File: src/rtl/mul8_share_sequencer.sv
// Two-requester front end that builds an unsigned 8x8 product from four passes
// through one external combinational 4x4 multiplier, then returns it tagged with the requester ID.
module mul8_share_sequencer #(
  parameter bit FAIR = 1'b1
) (
  input  logic        clk,
  input  logic        rst_n,
  input  logic        req0_valid,
  output logic        req0_ready,
  input  logic [7:0]  req0_a,
  input  logic [7:0]  req0_b,
  input  logic        req1_valid,
  output logic        req1_ready,
  input  logic [7:0]  req1_a,
  input  logic [7:0]  req1_b,
  output logic [3:0]  mul_m,
  output logic [3:0]  mul_q,
  input  logic [7:0]  mul_p,
  output logic        res_valid,
  input  logic        res_ready,
  output logic        res_id,
  output logic [15:0] res_product,
  output logic        busy
);

  typedef enum logic [1:0] {IDLE, MUL, DONE} state_t;

  state_t      state_q, state_d;
  logic [1:0]  step_q, step_d;
  logic [15:0] acc_q, acc_d;
  logic [7:0]  a_q, a_d, b_q, b_d;
  logic        id_q, id_d;
  logic        last_grant_q, last_grant_d;
  logic        grant;
  logic        accept;
  logic [15:0] partial;

  // On a tie, fair mode hands the block to whoever did not win last time.
  always_comb begin
    grant = 1'b0;
    if (req0_valid && req1_valid) grant = FAIR ? ~last_grant_q : 1'b0;
    else if (req1_valid)          grant = 1'b1;
  end

  assign req0_ready = (state_q == IDLE) && req0_valid && !grant;
  assign req1_ready = (state_q == IDLE) && req1_valid && grant;
  assign accept     = req0_ready || req1_ready;

  always_comb begin
    mul_m = 4'h0;
    mul_q = 4'h0;
    if (state_q == MUL) begin
      mul_m = step_q[1] ? a_q[7:4] : a_q[3:0];
      mul_q = step_q[0] ? b_q[7:4] : b_q[3:0];
    end
  end

  // Cross terms land at bit 4, the high-high term at bit 8.
  always_comb begin
    case (step_q)
      2'd0:    partial = {8'h00, mul_p};
      2'd3:    partial = {mul_p, 8'h00};
      default: partial = {4'h0, mul_p, 4'h0};
    endcase
  end

  always_comb begin
    state_d      = state_q;
    step_d       = step_q;
    acc_d        = acc_q;
    a_d          = a_q;
    b_d          = b_q;
    id_d         = id_q;
    last_grant_d = last_grant_q;
    case (state_q)
      IDLE: begin
        if (accept) begin
          a_d          = grant ? req1_a : req0_a;
          b_d          = grant ? req1_b : req0_b;
          id_d         = grant;
          last_grant_d = grant;
          acc_d        = 16'h0000;
          step_d       = 2'd0;
          state_d      = MUL;
        end
      end
      MUL: begin
        acc_d  = acc_q + partial;
        step_d = step_q + 2'd1;
        if (step_q == 2'd3) state_d = DONE;
      end
      DONE: begin
        if (res_ready) state_d = IDLE;
      end
      default: state_d = IDLE;
    endcase
  end

  always_ff @(posedge clk or negedge rst_n) begin
    if (!rst_n) begin
      state_q      <= IDLE;
      step_q       <= 2'd0;
      acc_q        <= 16'h0000;
      a_q          <= 8'h00;
      b_q          <= 8'h00;
      id_q         <= 1'b0;
      last_grant_q <= 1'b1;
    end else begin
      state_q      <= state_d;
      step_q       <= step_d;
      acc_q        <= acc_d;
      a_q          <= a_d;
      b_q          <= b_d;
      id_q         <= id_d;
      last_grant_q <= last_grant_d;
    end
  end

  assign res_valid   = (state_q == DONE);
  assign res_product = res_valid ? acc_q : 16'h0000;
  assign res_id      = id_q;
  assign busy        = (state_q != IDLE);

endmodule

File: config.mk
export PLATFORM = sky130hd
export DESIGN_NAME = mul8_share_sequencer
export DESIGN_NICKNAME = d
export VERILOG_FILES = /design/src/rtl/mul8_share_sequencer.sv
export SDC_FILE = /design/constraint.sdc
export NUM_CORES = 1
export LEC_CHECK = 0
export CORE_MARGIN = 2
export CORE_UTILIZATION = 49
export CTS_CLUSTER_SIZE = 16
export DETAILED_ROUTE_END_ITERATION = 7
export PLACE_DENSITY_LB_ADDON = 0.1
export SYNTH_ARGS = -nofsm -noshare
export SYNTH_HDL_FRONTEND = slang
export SYNTH_SLANG_ARGS = --single-unit
File: constraint.sdc
create_clock -name clk -period 4.2 [get_ports clk]
set_clock_uncertainty 0.2 [all_clocks]
set_input_delay 1.26 -clock clk [delete_from_list [all_inputs] [get_ports clk]]
set_output_delay 1.26 -clock clk [all_outputs]
set_load 0.01 [all_outputs]
==> results.json <==
{
  "synth_area_per_cell_um2": 8.47,
  "power.density_nw_per_um2": 671,
  "insertion_delay_ns": 0.29,
  "tightestPinTransition_ns": 0.876,
  "finalSetupTns_ns": 0,
  "synth_top_area_cell": "dfrtp_1",
  "grt_max_degree": 39,
  "syn-cell-area_um2": 2750,
  "layout_commonest_cell": "clkdlybuf4s50_1",
  "wl_per_cell_um": 14.0,
  "crit_fanout": 3,
  "crit_chain": "clkdlybuf4s50_1 > nand2_1 > nor2_1 > clkdlybuf4s50_1",
  "final_cell_mix": "clkdlybuf4s50_1, nand2_1, o21ai_0",
  "synthTopCellsByArea": "dfrtp_1, mux2i_1, ha_1",
  "cts_buffer_depth": 2,
  "drv_slew": 0,
  "clock-root-buffer": "clkbuf_8",
  "fillers": 496,
  "pin_count": 74,
  "holdCritStartpoint": "res_id",
  "firstDrtPassIters": 4,
  "async_flop_share_pct": 100,
  "rsz0062_at_grt": "false",
  "worst_slack_ns": 0.217,
  "fin_nets": 459,
  "crit_type": "in2out",
  "worstRegToRegCells": 13,
  "post-route-period-util_pct": 94.8,
  "cp_slowest_stage_delay_ns": 0.54,
  "reg2reg_slack_ns": 0.71,
  "finalCoreUtilization_pct": 66.8,
  "min_period_ns": 3.98,
  "grt_pass1_wl_um": 10700,
  "dp.cells": 459,
  "crit_top_cell": "clkdlybuf4s50_1",
  "synth_fp_nets": 390,
  "initial_utilization_pct": 50.3,
  "ys_types": 45,
  "rows": 27,
  "synth_edf_count": 0,
  "instances_no_fill": 467,
  "worstPathArrival_ns": 2.52,
  "cts_max_level": 2,
  "postCtsHoldBufs": 0,
  "drv_cap": 0,
  "slowest_stage": "clkdlybuf4s50_1",
  "wl_um": 6530,
  "cts_buffers": 5,
  "drc_errors": 0,
  "dp_hpwl_um": 4970,
  "ctsResizeCount": 0,
  "synth_ff_type": "dfrtp_1",
  "n_antenna_cell": 0,
  "clk_pin_slew_ns": 0.07,
  "rr_startpoint": "step_q[0]",
  "gp_congestion": 0.938,
  "grt_use_total_pct": 21.8,
  "timing.slew.headroom_pct": 41.6,
  "setup_viol": 0,
  "max_clock_freq_mhz": 251,
  "hold_viol_final": 0,
  "dieWidth_um": 79.0,
  "drt_iter0_drc": 91,
  "end_kind": "output pin",
  "ir_drop_v": 0.000285,
  "yosysSeqAreaShare_pct": 34.6,
  "clock-sinks": 38,
  "yosysWarnings": 0,
  "grt-ovfl-total": 0,
  "synth_top_area_share_pct": 33.6,
  "critPathTopFamily": "buffers and inverters",
  "grt_pass1_vias": 2392,
  "viasPerCell": 5.32,
  "crit_buf_inv": 2,
  "leakage_nw": 1.61,
  "antenna_found_initial": 0,
  "worst_ep_required_time_ns": 2.74,
  "die_area_um2": 6230,
  "syn_to_final_growth_pct": 32.9,
  "hold_end": "res_id",
  "vias": 2486,
  "final_antenna_net_count": 0,
  "reg2reg_to": "acc_q[14]",
  "postCtsSetupRepairBufs": 0,
  "start_kind": "primary input",
  "status": "finished clean",
  "hold_class": "reg2reg",
  "port-buffer-count": 73,
  "hold_depth": 1,
  "pre_cts_ws_ns": 0.0371,
  "synthCells": 325,
  "cts_tree": "yes",
  "core-area_um2": 5470,
  "drive_above_1_share_pct": 6.84,
  "die_h_um": 79.0,
  "synth_seq_cells": 38
}
[worst register-to-register path: stages (launching register included)]
cell	delay [ns]
dfrtp_1	0.55
inv_1	0.09
ha_1	0.34
nor2b_1	0.22
and2_1	0.17
ha_1	0.19
inv_1	0.07
fa_1	0.44
nor2b_4	0.16
o2111ai_2	0.16
a21oi_1	0.29
o211ai_1	0.17
and3b_1	0.22
o31ai_2	0.16
[flip-flops by register name, summed over array words and instances, names as in the netlist]
register,cells
b_q,8
acc_q,16
res_id,1
last_grant_q,1
a_q,8
state_q,2
step_q,2
[synthesized netlist by cell type (all sizes together), types with 3 or more instances]
library cell  instances
nor3                  3
inv                   7
mux2i                24
a21oi                14
nand3                 5
nand4                 4
xnor2                 4
nor2                 16
nand2b                3
a21boi                3
o21a                  3
a21o                  5
a31oi                 4
nor2b                 4
dfrtp                37
xor2                  4
nand2                57
o21ai                45
o211ai                5
clkbuf               16
ha                   19
and2                 22
[stage by stage]
step	hold WS (ns)	total power [mW]	area, um2
global placement	0.261	2.15	3560
floorplan	0.249	1.73	2750
CTS	0.285	2.47	3650
global route	0.309	2.68	3660
detailed placement	0.268	2.19	3560
finish	0.279	2.45	3660
[logic make-up after synthesis]
kind of cell               Yosys count  share of synthesized area (%)
adders and majority gates           20                           9.36
DFF                                 38                           34.6
muxes                               24                           8.73
and+or+nand+nor                    122                           21.1
buffers and inverters               25                           3.59
AOI/OAI and AO/OA                   88                           20.0
xor gates and xnor gates             8                           2.55
[area by class of cell]
cell class	count	area, um2	share of cell area (%)
clock inverter	1	5.00	0.137
clock buffer	7	86.3	2.36
inverter	7	26.3	0.718
timing repair buffer	80	781	21.3
sequential	38	952	26.0
multi-input combinational	262	1720	46.9
tap	72	90.1	2.46
[power by group]
group          total [mW]  internal [mW]  switching (mW)  leakage (nW)
clock network       0.266          0.133           0.133        0.0482
registers           0.671          0.541           0.130         0.477
logic                1.52          0.683           0.833          1.09
[worst max-delay path by stage]
| stage | startpoint | to | slack (ns) | cells after the start |
|---|---|---|---|---|
| 2_1_floorplan | req1_valid | req0_ready | 0.80 | 4 |
| 3_3_place_gp | req1_valid | req1_ready | 0.08 | 4 |
| 3_5_place_dp | req1_valid | req1_ready | 0.04 | 4 |
| 4_1_cts | req1_valid | req1_ready | 0.03 | 4 |
| 5_1_grt | req0_valid | req0_ready | 0.14 | 4 |
| 6_report | req0_valid | req0_ready | 0.22 | 4 |
[metal layers]
layer	track usage [%]	part of all wire (%)
met3	5.00	6.0
met5	0	0
met2	39.0	49
met4	6.03	1.4
met1	26.3	43
(Power assumes the default switching activity.)
==> variant, RTL diff (config.mk and constraints unchanged) <==
Encoding of `state_t`: now one-hot (3 bits for 3 states).
--- a/src/rtl/mul8_share_sequencer.sv
+++ b/src/rtl/mul8_share_sequencer.sv
@@ -25,3 +25,3 @@
 
-  typedef enum logic [1:0] {IDLE, MUL, DONE} state_t;
+  typedef enum logic [2:0] {IDLE = 3'b001, MUL = 3'b010, DONE = 3'b100} state_t;
 
Function: no difference found for any inputs over 10 cycles, from zero or initial values and one cycle with rst_n low; not proved beyond that.
==> variant against the original RTL <==
- first-iteration DRC count rose by 41%
- synthesized area rose by 2.4%
- register-to-register slack got worse by 0.04 ns
- routed wire length rose by 10%
- worst setup slack got worse by 0.17 ns
- maximum frequency fell by 4.0%
- design area rose by 1.2%
- via count rose by 6.4%
- final cell count rose by 1.3%
- sequential power fell by 2%
- sequential cell count rose by 1
- total power fell by 6.5%
- largest cell class unchanged
- largest power group unchanged
==> variant: results <==
metrics = {
    "outcome": {
        "status": "completed",
    },
    "synth": {
        "synth_nets": 398,
        "ys_top_cells_by_count": "nand2_1, nor2_1, dfrtp_1",
        "yosys_most_used_dff": "dfrtp_1",
        "postSynth.asyncResetShare_pct": 100,
        "yosysWarnings": 0,
        "synth.area.top_cells": "dfrtp_1, mux2i_1, ha_1",
        "yosysSeqAreaShare_pct": 34.7,
        "synth_cell_types": 47,
    },
    "hold_path": {
        "hold_end": "res_id",
        "worstHoldPathCells": 1,
        "hold_path.class": "reg -> reg",
        "hp-start": "res_id",
    },
    "critical_path": {
        "crit_slowest_cell": "clkdlybuf4s50_1",
        "cpPeakStageDelay_ns": 0.54,
        "r2r_cells": 13,
        "cp_max_fo": 3,
        "r2r_slack_ns": 0.67,
        "reg2reg_to": "acc_q[8]",
        "r2r_start": "step_q[0]",
    },
    "cts": {
        "clk_pin_slew_ns": 0.08,
        "clk_latency_ns": 0.30,
        "post_cts_resized": 0,
        "cts_root_buf": "clkbuf_8",
        "numCtsBuffers": 5,
        "cts_setup_buffers": 0,
        "cts_buffer_depth": 2,
        "cts.htree.levels": 2,
    },
    "cells_and_area": {
        "drive_gt1_share_pct": 6.48,
        "nFillCells": 480,
        "fin_nets": 465,
        "diodes": 0,
        "largestRegisters": "acc_q: 16 flops, a_q: 8 flops, b_q: 8 flops",
    },
    "drt": {
        "drtPass1Iterations": 4,
        "vias": 2646,
        "drt-wirelength-per-cell_um": 15.2,
        "drt-initial-drc-count": 128,
    },
    "place": {
        "dp_slack_ns": 0.0579,
        "portBuffers": 73,
        "gp_congestion": 0.949,
        "dp_hpwl_mm": 5.25,
    },
    "global_route": {
        "grt_max_degree": 40,
        "grt_usage_pct": 23.2,
        "grt_pass1_vias": 2486,
        "grt_pass1_wl_mm": 11.6,
        "antenna_found_initial": 0,
    },
    "power": {
        "ir_worst_vdd_mv": 0.312,
        "cellLeakagePower_nw": 1.66,
    },
    "timing": {
        "worstMarginPinSlew_ns": 0.903,
    },
}
variant: cell count changes in the layout (fill, tap and decap cells not counted), sizes merged, moves of 4 or more:
cell    change
nor2       +22
and3       +16
nand2      -16
o21ai      -15
a21oi      +14
and2       -14
nand4       -4
o211ai      -4
variant: cell families (layout without fill, tap and decap cells):
| group | count (synthesis) | count (layout) | synth area share, % |
|---|---|---|---|
| adder cells (fa/ha/maj) | 20 | 20 | 9.15 |
| XOR/XNOR | 11 | 11 | 3.42 |
| AND/OR/NAND/NOR | 119 | 119 | 19.4 |
| buffers and inverters | 26 | 94 | 3.69 |
| multiplexers | 25 | 25 | 8.88 |
| flip-flops | 39 | 39 | 34.7 |
| AO/OA/AOI/OAI | 93 | 93 | 20.7 |
variant: power breakdown:
| part | switching (mW) | internal (mW) |
|---|---|---|
| clock | 0.150 | 0.119 |
| combinational | 0.783 | 0.588 |
| sequential | 0.119 | 0.536 |
variant: worst max-delay path: cells and delay by family:
family / cells / cell delay [ns]
and+or+nand+nor: 1 / 0.18
AOI/OAI and AO/OA: 1 / 0.21
buffers and inverters: 2 / 1.03
variant: cell type report:
cell class	instances	area (um^2)	share of cell area [%]
Inverter	7	26.3	0.710
Clock inverter	3	25.0	0.676
Tap cell	72	90.1	2.43
Sequential cell	39	978	26.4
Clock buffer	5	68.8	1.86
Multi-Input combinational cell	268	1740	47.1
Timing Repair Buffer	79	771	20.8
variant: through the flow:
stage | hold slack [ns] | area (um^2) | utilization, % | cells
after global placement | 0.290 | 3610 | 65.1 | 465
after global routing | 0.338 | 3700 | 66.8 | 473
after detailed placement | 0.288 | 3610 | 65.1 | 465
after CTS | 0.303 | 3700 | 66.8 | 473
final | 0.303 | 3700 | 66.8 | 473
after floorplan | 0.269 | 2820 | - | 333
variant: worst max-delay path by stage:
stage	from	endpoint	slack [ns]	depth (start not counted)
final	req1_valid	req1_ready	0.05	4
after global routing	req1_valid	req1_ready	0.009	4
after CTS	req1_valid	req1_ready	0.06	4
after detailed placement	req1_valid	req1_ready	0.06	4
after global placement	req1_valid	req1_ready	0.11	4
after floorplan	req1_valid	req0_ready	0.74	4
variant: metal layers:
metal | global-route usage, % | wire (um) | vias to the layer above
met2 | 37.6 | 3360 | 97
met4 | 8.64 | 138 | 0
met3 | 4.52 | 467 | 14
li1 | - | - | 1308
met5 | 0 | 0 | -
met1 | 30.7 | 3230 | 1227
